<file path="config.mk">
export PLATFORM = sky130hd
export DESIGN_NAME = sram_scan_ctrl
export DESIGN_NICKNAME = d
export VERILOG_FILES = /design/src/rtl/sram_scan_ctrl.sv
export SDC_FILE = /design/constraint.sdc
export NUM_CORES = 1
export LEC_CHECK = 0
export BUFFER_PORTS_ARGS = -buffer_cell sky130_fd_sc_hd__buf_2
export CAP_MARGIN = 40
export CORE_ASPECT_RATIO = 0.9
export CORE_MARGIN = 4
export CORE_UTILIZATION = 40
export CTS_CLUSTER_SIZE = 16
export DETAILED_ROUTE_END_ITERATION = 16
export GPL_TIMING_DRIVEN = 0
export PLACE_DENSITY = 0.71
export SLEW_MARGIN = 25
export SYNTH_ARGS = -nofsm -noshare
export SYNTH_HDL_FRONTEND = slang
export SYNTH_SLANG_ARGS = --single-unit
</file>
<file path="constraint.sdc">
create_clock -name wb_clk_i -period 3.75 [get_ports wb_clk_i]
set_clock_uncertainty 0.1 [all_clocks]
set_input_delay 0.375 -clock wb_clk_i [delete_from_list [all_inputs] [get_ports wb_clk_i]]
set_output_delay 0.375 -clock wb_clk_i [all_outputs]
set_load 0.02 [all_outputs]
</file>
<file path="src/rtl/sram_scan_ctrl.sv">
// Scan-driven SRAM test sequencer: shifts a command packet in, issues one
// dual-port access to the selected macro, captures read data, shifts it out.
module sram_scan_ctrl #(
   parameter int unsigned NUM_SRAM = 4,
   parameter int unsigned SEL_W    = 4,
   parameter int unsigned ADDR_W   = 16,
   parameter int unsigned DATA_W   = 32,
   parameter int unsigned WMASK_W  = 4,
   parameter int unsigned READ_LAT = 1
) (
   input  logic                         wb_clk_i,
   input  logic                         wb_rst_i,
   input  logic                         scan_en,
   input  logic                         scan_in,
   input  logic                         load,
   output logic                         scan_out,
   output logic                         busy,
   output logic                         sel_err,
   output logic [NUM_SRAM-1:0]          csb0_o,
   output logic                         web0_o,
   output logic [WMASK_W-1:0]           wmask0_o,
   output logic [ADDR_W-1:0]            addr0_o,
   output logic [DATA_W-1:0]            din0_o,
   input  logic [NUM_SRAM*DATA_W-1:0]   dout0_i,
   output logic [NUM_SRAM-1:0]          csb1_o,
   output logic                         web1_o,
   output logic [WMASK_W-1:0]           wmask1_o,
   output logic [ADDR_W-1:0]            addr1_o,
   output logic [DATA_W-1:0]            din1_o,
   input  logic [NUM_SRAM*DATA_W-1:0]   dout1_i
);

   localparam int unsigned PORT_W   = ADDR_W + DATA_W + 2 + WMASK_W;
   localparam int unsigned PKT_W    = SEL_W + 2 * PORT_W;
   localparam int unsigned WEB_OFS  = WMASK_W;
   localparam int unsigned CSB_OFS  = WMASK_W + 1;
   localparam int unsigned DIN_OFS  = WMASK_W + 2;
   localparam int unsigned ADDR_OFS = WMASK_W + 2 + DATA_W;
   localparam int unsigned P0_LSB   = PORT_W;
   localparam int unsigned P1_LSB   = 0;
   localparam int unsigned WAIT_CYC = READ_LAT - 1;
   localparam int unsigned CNT_W    = (WAIT_CYC > 1) ? $clog2(WAIT_CYC) : 1;
   localparam logic [CNT_W-1:0] WAIT_LAST = CNT_W'((WAIT_CYC > 0) ? WAIT_CYC - 1 : 0);

   typedef enum logic [1:0] {S_IDLE, S_ISSUE, S_WAIT, S_CAPTURE} state_t;

   state_t               state, state_nxt;
   logic [PKT_W-1:0]     shift_reg;
   logic                 load_q;
   logic [CNT_W-1:0]     wait_cnt;

   logic [SEL_W-1:0]     sel;
   logic                 sel_ok;
   logic [PORT_W-1:0]    port_bits [2];
   logic [NUM_SRAM*DATA_W-1:0] port_dout [2];
   logic [1:0]           p_csb, p_web, rd_en;
   logic [WMASK_W-1:0]   p_wmask [2];
   logic [ADDR_W-1:0]    p_addr  [2];
   logic [DATA_W-1:0]    p_din   [2];
   logic [DATA_W-1:0]    p_rd    [2];

   assign sel          = shift_reg[PKT_W-1 -: SEL_W];
   assign sel_ok       = 32'(sel) < NUM_SRAM;
   assign port_bits[0] = shift_reg[P0_LSB +: PORT_W];
   assign port_bits[1] = shift_reg[P1_LSB +: PORT_W];
   assign port_dout[0] = dout0_i;
   assign port_dout[1] = dout1_i;
   assign scan_out     = shift_reg[PKT_W-1];

   // Field decode and read-data select; an out-of-range sel selects zero data
   always_comb begin
      for (int unsigned p = 0; p < 2; p++) begin
         p_wmask[p] = port_bits[p][0 +: WMASK_W];
         p_web[p]   = port_bits[p][WEB_OFS];
         p_csb[p]   = port_bits[p][CSB_OFS];
         p_din[p]   = port_bits[p][DIN_OFS +: DATA_W];
         p_addr[p]  = port_bits[p][ADDR_OFS +: ADDR_W];
         rd_en[p]   = ~port_bits[p][CSB_OFS] & port_bits[p][WEB_OFS];
         p_rd[p]    = '0;
         for (int unsigned k = 0; k < NUM_SRAM; k++) begin
            if (32'(sel) == k) p_rd[p] = port_dout[p][k*DATA_W +: DATA_W];
         end
      end
   end

   always_comb begin
      state_nxt = state;
      busy      = 1'b0;
      sel_err   = 1'b0;
      csb0_o    = '1;
      csb1_o    = '1;
      web0_o    = 1'b1;
      web1_o    = 1'b1;
      wmask0_o  = '0;
      wmask1_o  = '0;
      addr0_o   = '0;
      addr1_o   = '0;
      din0_o    = '0;
      din1_o    = '0;
      case (state)
         S_IDLE: begin
            if (!scan_en && load && !load_q) state_nxt = S_ISSUE;
         end
         S_ISSUE: begin
            busy     = 1'b1;
            web0_o   = p_web[0];
            web1_o   = p_web[1];
            wmask0_o = p_wmask[0];
            wmask1_o = p_wmask[1];
            addr0_o  = p_addr[0];
            addr1_o  = p_addr[1];
            din0_o   = p_din[0];
            din1_o   = p_din[1];
            for (int unsigned k = 0; k < NUM_SRAM; k++) begin
               if (32'(sel) == k) begin
                  csb0_o[k] = p_csb[0];
                  csb1_o[k] = p_csb[1];
               end
            end
            state_nxt = (WAIT_CYC == 0) ? S_CAPTURE : S_WAIT;
         end
         S_WAIT: begin
            busy = 1'b1;
            if (wait_cnt == WAIT_LAST) state_nxt = S_CAPTURE;
         end
         S_CAPTURE: begin
            busy      = 1'b1;
            sel_err   = ~sel_ok;
            state_nxt = S_IDLE;
         end
         default: state_nxt = S_IDLE;
      endcase
   end

   always_ff @(posedge wb_clk_i) begin
      if (wb_rst_i) begin
         state     <= S_IDLE;
         shift_reg <= '0;
         load_q    <= 1'b0;
         wait_cnt  <= '0;
      end else begin
         state  <= state_nxt;
         load_q <= load;
         case (state)
            S_IDLE: begin
               if (scan_en) shift_reg <= {shift_reg[PKT_W-2:0], scan_in};
            end
            S_ISSUE: wait_cnt <= '0;
            S_WAIT:  wait_cnt <= wait_cnt + CNT_W'(1);
            S_CAPTURE: begin
               if (rd_en[0]) shift_reg[P0_LSB+DIN_OFS +: DATA_W] <= p_rd[0];
               if (rd_en[1]) shift_reg[P1_LSB+DIN_OFS +: DATA_W] <= p_rd[1];
            end
            default: ;
         endcase
      end
   end

endmodule

</file>
# Word-level counts from Yosys, hierarchy flattened
# Index checks and enable logic that the tools add are counted.
dict set report word_totals {
  ram_bits 0
  latch_bits 0
  mem_bits_ro 0
  reg_bits 116
  word_cells 74
  mem_count 0
  input_bits 261
  out_inout_bits 117
}
dict set report classes {
  n_addsub 1
  n_reduce_logical 13
  muxes 37
  n_div 0
  bitwise 5
  mul 0
  n_lt_le_gt_ge 1
  shift 0
  eq_ne 11
}
# operator n
set op_table {}
lappend op_table {{$mux W32} 12}
lappend op_table {{$pmux W32 S2} 2}
lappend op_table {{$mux W92} 1}
lappend op_table {{$mux W16} 2}
lappend op_table {{$mux W4} 4}
lappend op_table {{$mux W1} 12}
lappend op_table {{$ne A2 B2 Y1 const B} 5}
lappend op_table {{$eq A4 B2 Y1 const B} 2}
lappend op_table {{$pmux W2 S4} 1}
lappend op_table {{$reduce_and A3 Y1} 2}
lappend op_table {{$eq A2 B2 Y1 const B} 2}
lappend op_table {{$eq A4 B1 Y1 const B} 1}
lappend op_table {{$logic_not A4 Y1} 1}
lappend op_table {{$lt A4 B3 Y1 const B} 1}
lappend op_table {{$mux W2} 2}
lappend op_table {{$reduce_and A2 Y1} 2}
lappend op_table {{$reduce_bool A2 Y1} 2}
lappend op_table {{$not A1 Y1} 3}
lappend op_table {{$reduce_or A3 Y1} 1}
lappend op_table {{$and A1 B1 Y1} 2}
lappend op_table {{$eq A2 B1 Y1 const B} 1}
lappend op_table {{$logic_and A1 B1 Y1} 2}
lappend op_table {{$logic_not A1 Y1} 2}
lappend op_table {{$logic_not A2 Y1} 1}
lappend op_table {{other kinds (2)} 2}

# Longest topological paths before layout
# Gate-level depths: netlist (run 1).
dict set report depth {
  depth_word 7
  ltp_mapped 8
  depth_no_buf 6
}

# Least setup slack after synthesis (run 1)
# OpenSTA, ideal clock, no wires.
dict set report synth_timing {
  path_kind {register to output}
  from {register state[1]}
  to {output port addr0_o[0]}
  slack_ns 1.811
  t_required_ns 3.275
  t_arrival_ns 1.464
  path_buffers 3
  path_stages_with_launch 7
  cell_sequence {dfxtp_1 inv_1 ha_1 clkbuf_1 clkbuf_1 clkbuf_1 and2_1}
}
dict set report synth_via {
  elab_chain_cells 2
}
# element line
set synth_lines {}
lappend synth_lines {{start, declared} 47} ;# state_t state, state_nxt;
lappend synth_lines {{start signal, assigned} 142} ;# state <= state_nxt;
lappend synth_lines {{$eq A2 B1 Y1} 100} ;# case (state)
lappend synth_lines {{$mux W16} 100}
lappend synth_lines {{end, declared} 22} ;# output logic [ADDR_W-1:0] addr0_o,
# Every way passes these cells.

# Final worst setup path (run 1)
dict set report layout_timing {
  from {register state[1]}
  to {output port addr0_o[2]}
}
# Same word-level chain as after synthesis.

==> results.json, run 1 <==
{
  "first_iter_violations": 560,
  "yosysUniqueCellTypes": 36,
  "ant_nets": 0,
  "grt_pass1_wl_mm": 45.7,
  "dpl.hpwl_mm": 23.5,
  "die_area_um2": 21700,
  "fp.dieW_um": 155,
  "cp_num_buf_inv": 5,
  "yosys.area_share.simple_pct": 22.0,
  "slew_headroom_pct": 57.6,
  "vias_per_cell": 5.36,
  "fin_tns_setup_ns": 0,
  "async_flop_share_pct": 0,
  "clkPwrFrac_pct": 42.2,
  "hold_class": "in2reg",
  "core_um2": 19100,
  "outcome": "finished clean",
  "wl_per_cell_um": 18.4,
  "clock-sinks": 116,
  "ys_seq_area_share_pct": 29.9,
  "worst_ir_drop_vdd_uv": 346,
  "p_sw_share_pct": 33.4,
  "synth-seq-cells": 116,
  "synth_compound_area_share_pct": 28.0,
  "critPathSlowestCell": "clkbuf_1",
  "port_buffers": 376,
  "p_int_mw": 2.56,
  "worstMarginPinSlew_ns": 0.637,
  "syn_inst": 966,
  "crit_arrival_ns": 2.60,
  "cts_max_path_buffers": 2,
  "clock_latency_ns": 0.41,
  "fill_cells": 1867,
  "cp-start-kind": "flop",
  "die_h_um": 140,
  "ys_dominant_reg_cell": "dfxtp_1",
  "grt_usage_pct": 26.3,
  "cts_resized": 0,
  "placementRows": 48,
  "place_inst": 1592,
  "powerDensity_nw_per_um2": 364,
  "synth_fa_ha_area_share_pct": 0.807,
  "crit_top_cell": "clkbuf_1",
  "cts_hold_buf": 0,
  "synth_warnings": 0,
  "drtPass1Iterations": 6,
  "critPathMaxStageDelay_ns": 0.44,
  "cts_tree": "built",
  "end_kind": "primary output",
  "grt_max_degree": 17,
  "crit_type": "reg2out",
  "synth_area_um2": 7750,
  "antenna_found_initial": 1,
  "fin_nets": 1627,
  "hold_viol_final": 0,
  "cts_setup_buffers": 0,
  "via_count": 8708,
  "root_buffer": "clkbuf_16",
  "crit_path_max_fanout": 10,
  "fin_crit_sh_pct": 81.9,
  "min_period_ns": 3.07,
  "cts.clk_slew.worst_paths_ns": 0.05,
  "gp_congestion": 0.915,
  "start_util_pct": 40.6,
  "drc": 0,
  "finalWirelength_mm": 29.8,
  "grt_setup_unrepaired": "false",
  "drv_cap": 0,
  "io_pins": 378,
  "seqPwrFrac_pct": 33.0,
  "syn_avg_cell_area_um2": 8.03,
  "setup_viol_count_final": 0,
  "synth-edff-count": 0,
  "synth_mux_area_share_pct": 8.83,
  "syn_nets": 1232,
  "largest_reg_flops": 112,
  "fin_cells": 1625,
  "grt_pass1_vias": 8477,
  "synth_xor_area_share_pct": 0,
  "htree_levels": 4,
  "p_sw_mw": 1.28,
  "path_cells": "inv_1 -> ha_1 -> clkbuf_1 -> clkbuf_1 -> clkbuf_1 -> and2_1 -> buf_2",
  "fmax_ghz": 0.326,
  "power.leakage_nw": 4.22,
  "crit_required_ns": 3.27,
  "power_frac_comb_pct": 24.7,
  "path_delay_family": "buffers and inverters",
  "slew_viol_final": 0,
  "cts_buffers": 17,
  "area_growth_pct": 36.0,
  "drive_gt1_share_pct": 35.8,
  "synth_top_family_by_area": "compound AO/OA/AOI/OAI gates",
  "grt-ovfl-total": 0
}
## cell families after synthesis
group | Yosys count
adder cells (fa/ha/maj) | 5
buffers and inverters | 172
AND/OR/NAND/NOR | 300
multiplexers | 67
AO/OA/AOI/OAI | 306
flip-flops | 116
## worst paths after layout
check / start / end / slack, ns / cells past startpoint
max: state[1]$_SDFFE_PP0P_ / addr0_o[2] / 0.68 / 7
min: load / load_q$_SDFF_PP0_ / 0.10 / 2
max reg2reg: shift_reg[108]$_SDFFE_PP0P_ / shift_reg[62]$_SDFFE_PP0P_ / 1.40 / 5
min reg2reg: shift_reg[104]$_SDFFE_PP0P_ / shift_reg[105]$_SDFFE_PP0P_ / 0.36 / 2
## power groups by stage
stage | clock, mW | sequential (mW) | combinational, mW
after floorplan | 0 | 1.29 | 0.557
after CTS | 1.64 | 1.27 | 0.952
after global placement | 0 | 1.29 | 0.939
final | 1.62 | 1.27 | 0.951
after detailed placement | 0 | 1.29 | 0.948
after global routing | 1.71 | 1.27 | 1.05
## final cells by class
cell class,count,area [µm²],area share (%)
Inverter,67,251,2.38
Clock buffer,19,443,4.20
Clock inverter,13,150,1.42
Tap cell,250,313,2.97
Multi-Input combinational cell,678,4630,43.9
Timing Repair Buffer,376,1880,17.8
Antenna cell,1,2.50,0.0237
Sequential cell,116,2320,22.0
Buffer,105,554,5.26
## placed cells by master, fill, tap and decap left out, types with 3 or more instances in the layout
cell / synthesis / layout
buf_2: 32 / 408
a221oi_2: 6 / 6
buf_6: 10 / 10
dfxtp_1: 116 / 116
o21ai_1: 4 / 4
clkinv_4: 0 / 5
nand2b_1: 4 / 4
a21oi_1: 114 / 114
a221oi_1: 57 / 57
ha_1: 5 / 5
nor2_1: 4 / 4
buf_4: 12 / 12
o32ai_1: 47 / 47
and2_1: 105 / 105
nand2_1: 104 / 104
inv_1: 66 / 66
mux2i_1: 65 / 65
nand3_1: 4 / 4
clkbuf_1: 48 / 49
clkbuf_16: 0 / 17
nand3b_1: 63 / 63
o21ai_0: 60 / 60
nor2b_1: 6 / 6
buf_1: 3 / 3
inv_6: 0 / 3
o32ai_2: 16 / 16
## metal layers
| layer | vias up | part of all wire (%) | global-route usage, % |
|---|---|---|---|
| met5 | - | 0 | 0 |
| met4 | 0 | 2.0 | 7.62 |
| met3 | 35 | 7.4 | 6.33 |
| met2 | 316 | 48 | 43.0 |
| li1 | 4255 | - | - |
| met1 | 4102 | 43 | 34.6 |
## synth_stat cells (all sizes together), types with 6 or more instances
cell type,n,share of area (%)
dfxtp,116,30
a21oi,114,7.4
and2,105,8.5
nand2,104,5.0
inv,67,3.2
mux2i,65,8.4
o21ai,64,4.1
a221oi,63,7.6
nand3b,63,6.1
o32ai,63,8.7
buf,57,4.8
clkbuf,48,2.3
nor2,6,0.42
nor2b,6,0.48
## stage by stage
| step | hold slack [ns] | instance area, µm² | total power, mW | util, % | setup slack (ns) |
|---|---|---|---|---|---|
| after detailed placement | 0.358 | 9950 | 2.24 | 52.1 | 1.02 |
| after global placement | 0.350 | 9950 | 2.23 | 52.1 | 1.07 |
| after CTS | 0.0898 | 10500 | 3.86 | 55.2 | 0.572 |
| final | 0.101 | 10500 | 3.84 | 55.2 | 0.679 |
| after global routing | 0.100 | 10500 | 4.03 | 55.2 | 0.390 |
| after floorplan | 0.340 | 7750 | 1.85 | - | 1.81 |
No activity file was read; power rests on OpenSTA's default activity.
==> run 2: changes to the inputs <==
Clock period 3.75 ns to 3 ns, I/O delays scaled along.
==> run 2 against run 1 <==
Routed wire length about the same. Worst hold slack worse by 0.080 ns. Sequential power up 25%. Utilization about the same. Sequential cell count unchanged. Count of clock-buffer cells in the layout unchanged. Via count down 0.31%. Non-clock buffer count down 1. Die area unchanged. Power up 25%. Global-route usage unchanged.
==> results.json, run 2 (synthesis results as in run 1) <==
{
  "min_period_ns": 2.67,
  "drive_gt1_share_pct": 36.0,
  "antenna_found_initial": 1,
  "critPathSlowestCell": "nor3_1",
  "io_pins": 378,
  "dpl.hpwl_mm": 23.5,
  "via_count": 8681,
  "fp.dieW_um": 155,
  "cts.clk_slew.worst_paths_ns": 0.06,
  "holdPathEnd": "load_q$_SDFF_PP0_",
  "die_area_um2": 21700,
  "outcome": "finished clean",
  "fmax_ghz": 0.374,
  "worstMarginPinSlew_ns": 0.631,
  "cts_buffers": 17,
  "wl_per_cell_um": 18.4,
  "end_kind": "primary output",
  "crit_top_cell": "buf_2",
  "powerDensity_nw_per_um2": 456,
  "drv_cap": 0,
  "grt_max_degree": 17,
  "seqCellArea_um2": 2320,
  "r2r_end": "shift_reg[62]$_SDFFE_PP0P_",
  "cts_max_path_buffers": 2,
  "die_h_um": 140,
  "crit_type": "reg2out",
  "drc": 0,
  "multi_input_area_um2": 4630,
  "cts_hold_buf": 0,
  "power.leakage_nw": 4.22,
  "fill_cells": 1864,
  "slew_headroom_pct": 57.9,
  "layout_commonest_cell": "buf_2",
  "largest_reg_flops": 112,
  "vias_per_cell": 5.35,
  "cts_tree": "built",
  "path_cells": "buf_2 -> buf_2 -> nor3_1 -> nand3_1 -> buf_2",
  "root_buffer": "clkbuf_16",
  "worst_ir_drop_vdd_uv": 428,
  "placementRows": 48,
  "cp-start-kind": "flop",
  "cts_setup_buffers": 0,
  "start_util_pct": 40.6,
  "crit_required_ns": 2.60,
  "grt-ovfl-total": 0,
  "fin_crit_sh_pct": 89.2,
  "grt_pass1_vias": 8477,
  "clock-sinks": 116,
  "ant_nets": 0,
  "finalWirelength_mm": 29.9,
  "grt_setup_unrepaired": "false",
  "reg2regPathDepth": 5,
  "fin_tns_setup_ns": 0,
  "crit_path_max_fanout": 10,
  "area_growth_pct": 36.0,
  "critPathMaxStageDelay_ns": 0.48,
  "grt_pass1_wl_mm": 45.7,
  "first_iter_violations": 565,
  "drtPass1Iterations": 7,
  "clock_latency_ns": 0.41,
  "mostFrequentLayoutCells": "buf_2, dfxtp_1, a21oi_1, and2_1, nand2_1",
  "timing.rr.start": "shift_reg[108]$_SDFFE_PP0P_",
  "setup_viol_count_final": 0,
  "htree_levels": 4,
  "hold_depth": 2,
  "slew_viol_final": 0,
  "fin_nets": 1626,
  "crit_arrival_ns": 2.27,
  "worstHoldStart": "load",
  "core_um2": 19100,
  "grt_usage_pct": 26.3,
  "port_buffers": 376,
  "gp_congestion": 0.915,
  "hold_class": "in2reg",
  "fin_hold_ws_ns": 0.0210,
  "hold_viol_final": 0,
  "r2r_slack_ns": 0.64
}
run 2: changes by cell type in the layout (fill, tap and decap cells not counted):
cell and change:
clkbuf_2 +2, clkbuf_1 -3
run 2: worst max path at each step:
stage | cells past startpoint | to | start | slack (ns)
after detailed placement | 7 | addr0_o[2] | state[1]$_SDFFE_PP0P_ | 0.34
after global placement | 7 | addr0_o[7] | state[1]$_SDFFE_PP0P_ | 0.40
after global routing | 6 | din0_o[26] | state[1]$_SDFFE_PP0P_ | 0.1
after CTS | 7 | addr0_o[2] | state[1]$_SDFFE_PP0P_ | 0.05
final | 5 | csb1_o[2] | shift_reg[108]$_SDFFE_PP0P_ | 0.33
after floorplan | 6 | addr0_o[0] | state[1]$_SDFFE_PP0P_ | 1.14
run 2: cell type report:
| type | instances | share of cell area, % |
|---|---|---|
| Clock inverter | 13 | 1.42 |
| Timing Repair Buffer | 376 | 17.8 |
| Multi-Input combinational cell | 678 | 43.9 |
| Buffer | 104 | 5.25 |
| Inverter | 67 | 2.39 |
| Sequential cell | 116 | 22.0 |
| Tap cell | 250 | 2.97 |
| Antenna cell | 1 | 0.0237 |
| Clock buffer | 19 | 4.20 |
run 2: stage by stage:
step	cell area [µm²]	total power, mW	std cells	setup WS (ns)	util (%)
global route	10500	5.04	1623	0.0972	55.2
global placement	9950	2.79	1592	0.398	52.1
detailed placement	9950	2.80	1592	0.342	52.1
finish	10500	4.81	1624	0.325	55.2
floorplan	7750	2.31	966	1.14	-
CTS	10500	4.83	1624	0.0518	55.2
run 2: what timing repair did:
item / CTS / global route
resized for setup: 1 / 2
endpoints found under the setup margin: 14 / 16
gates cloned: 0 / 0
run 2: per-layer routing:
layer  routed length [µm]  share of wire, %  global-route usage (%)  vias up
met2                14200                48                    43.0      322
met1                12800                43                    34.6     4071
li1                     -                 -                       -     4254
met4                  603               2.0                    7.62        0
met5                    0                 0                       0        -
met3                 2200               7.4                    6.33       34
run 2: where the power goes:
| part | leakage [nW] | internal (mW) | switching, mW | total [mW] |
|---|---|---|---|---|
| Sequential | 0.935 | 1.56 | 0.0231 | 1.59 |
| Combinational | 3.00 | 0.383 | 0.808 | 1.19 |
| Clock | 0.285 | 1.26 | 0.776 | 2.03 |
| Total | 4.22 | 3.20 | 1.61 | 4.81 |
run 2: worst max-delay path: cells and delay by family, from the launching register on:
family,cells,cell delay [ns]
buffers and inverters,3,0.78
flip-flops,1,0.46
AND/OR/NAND/NOR,2,0.61
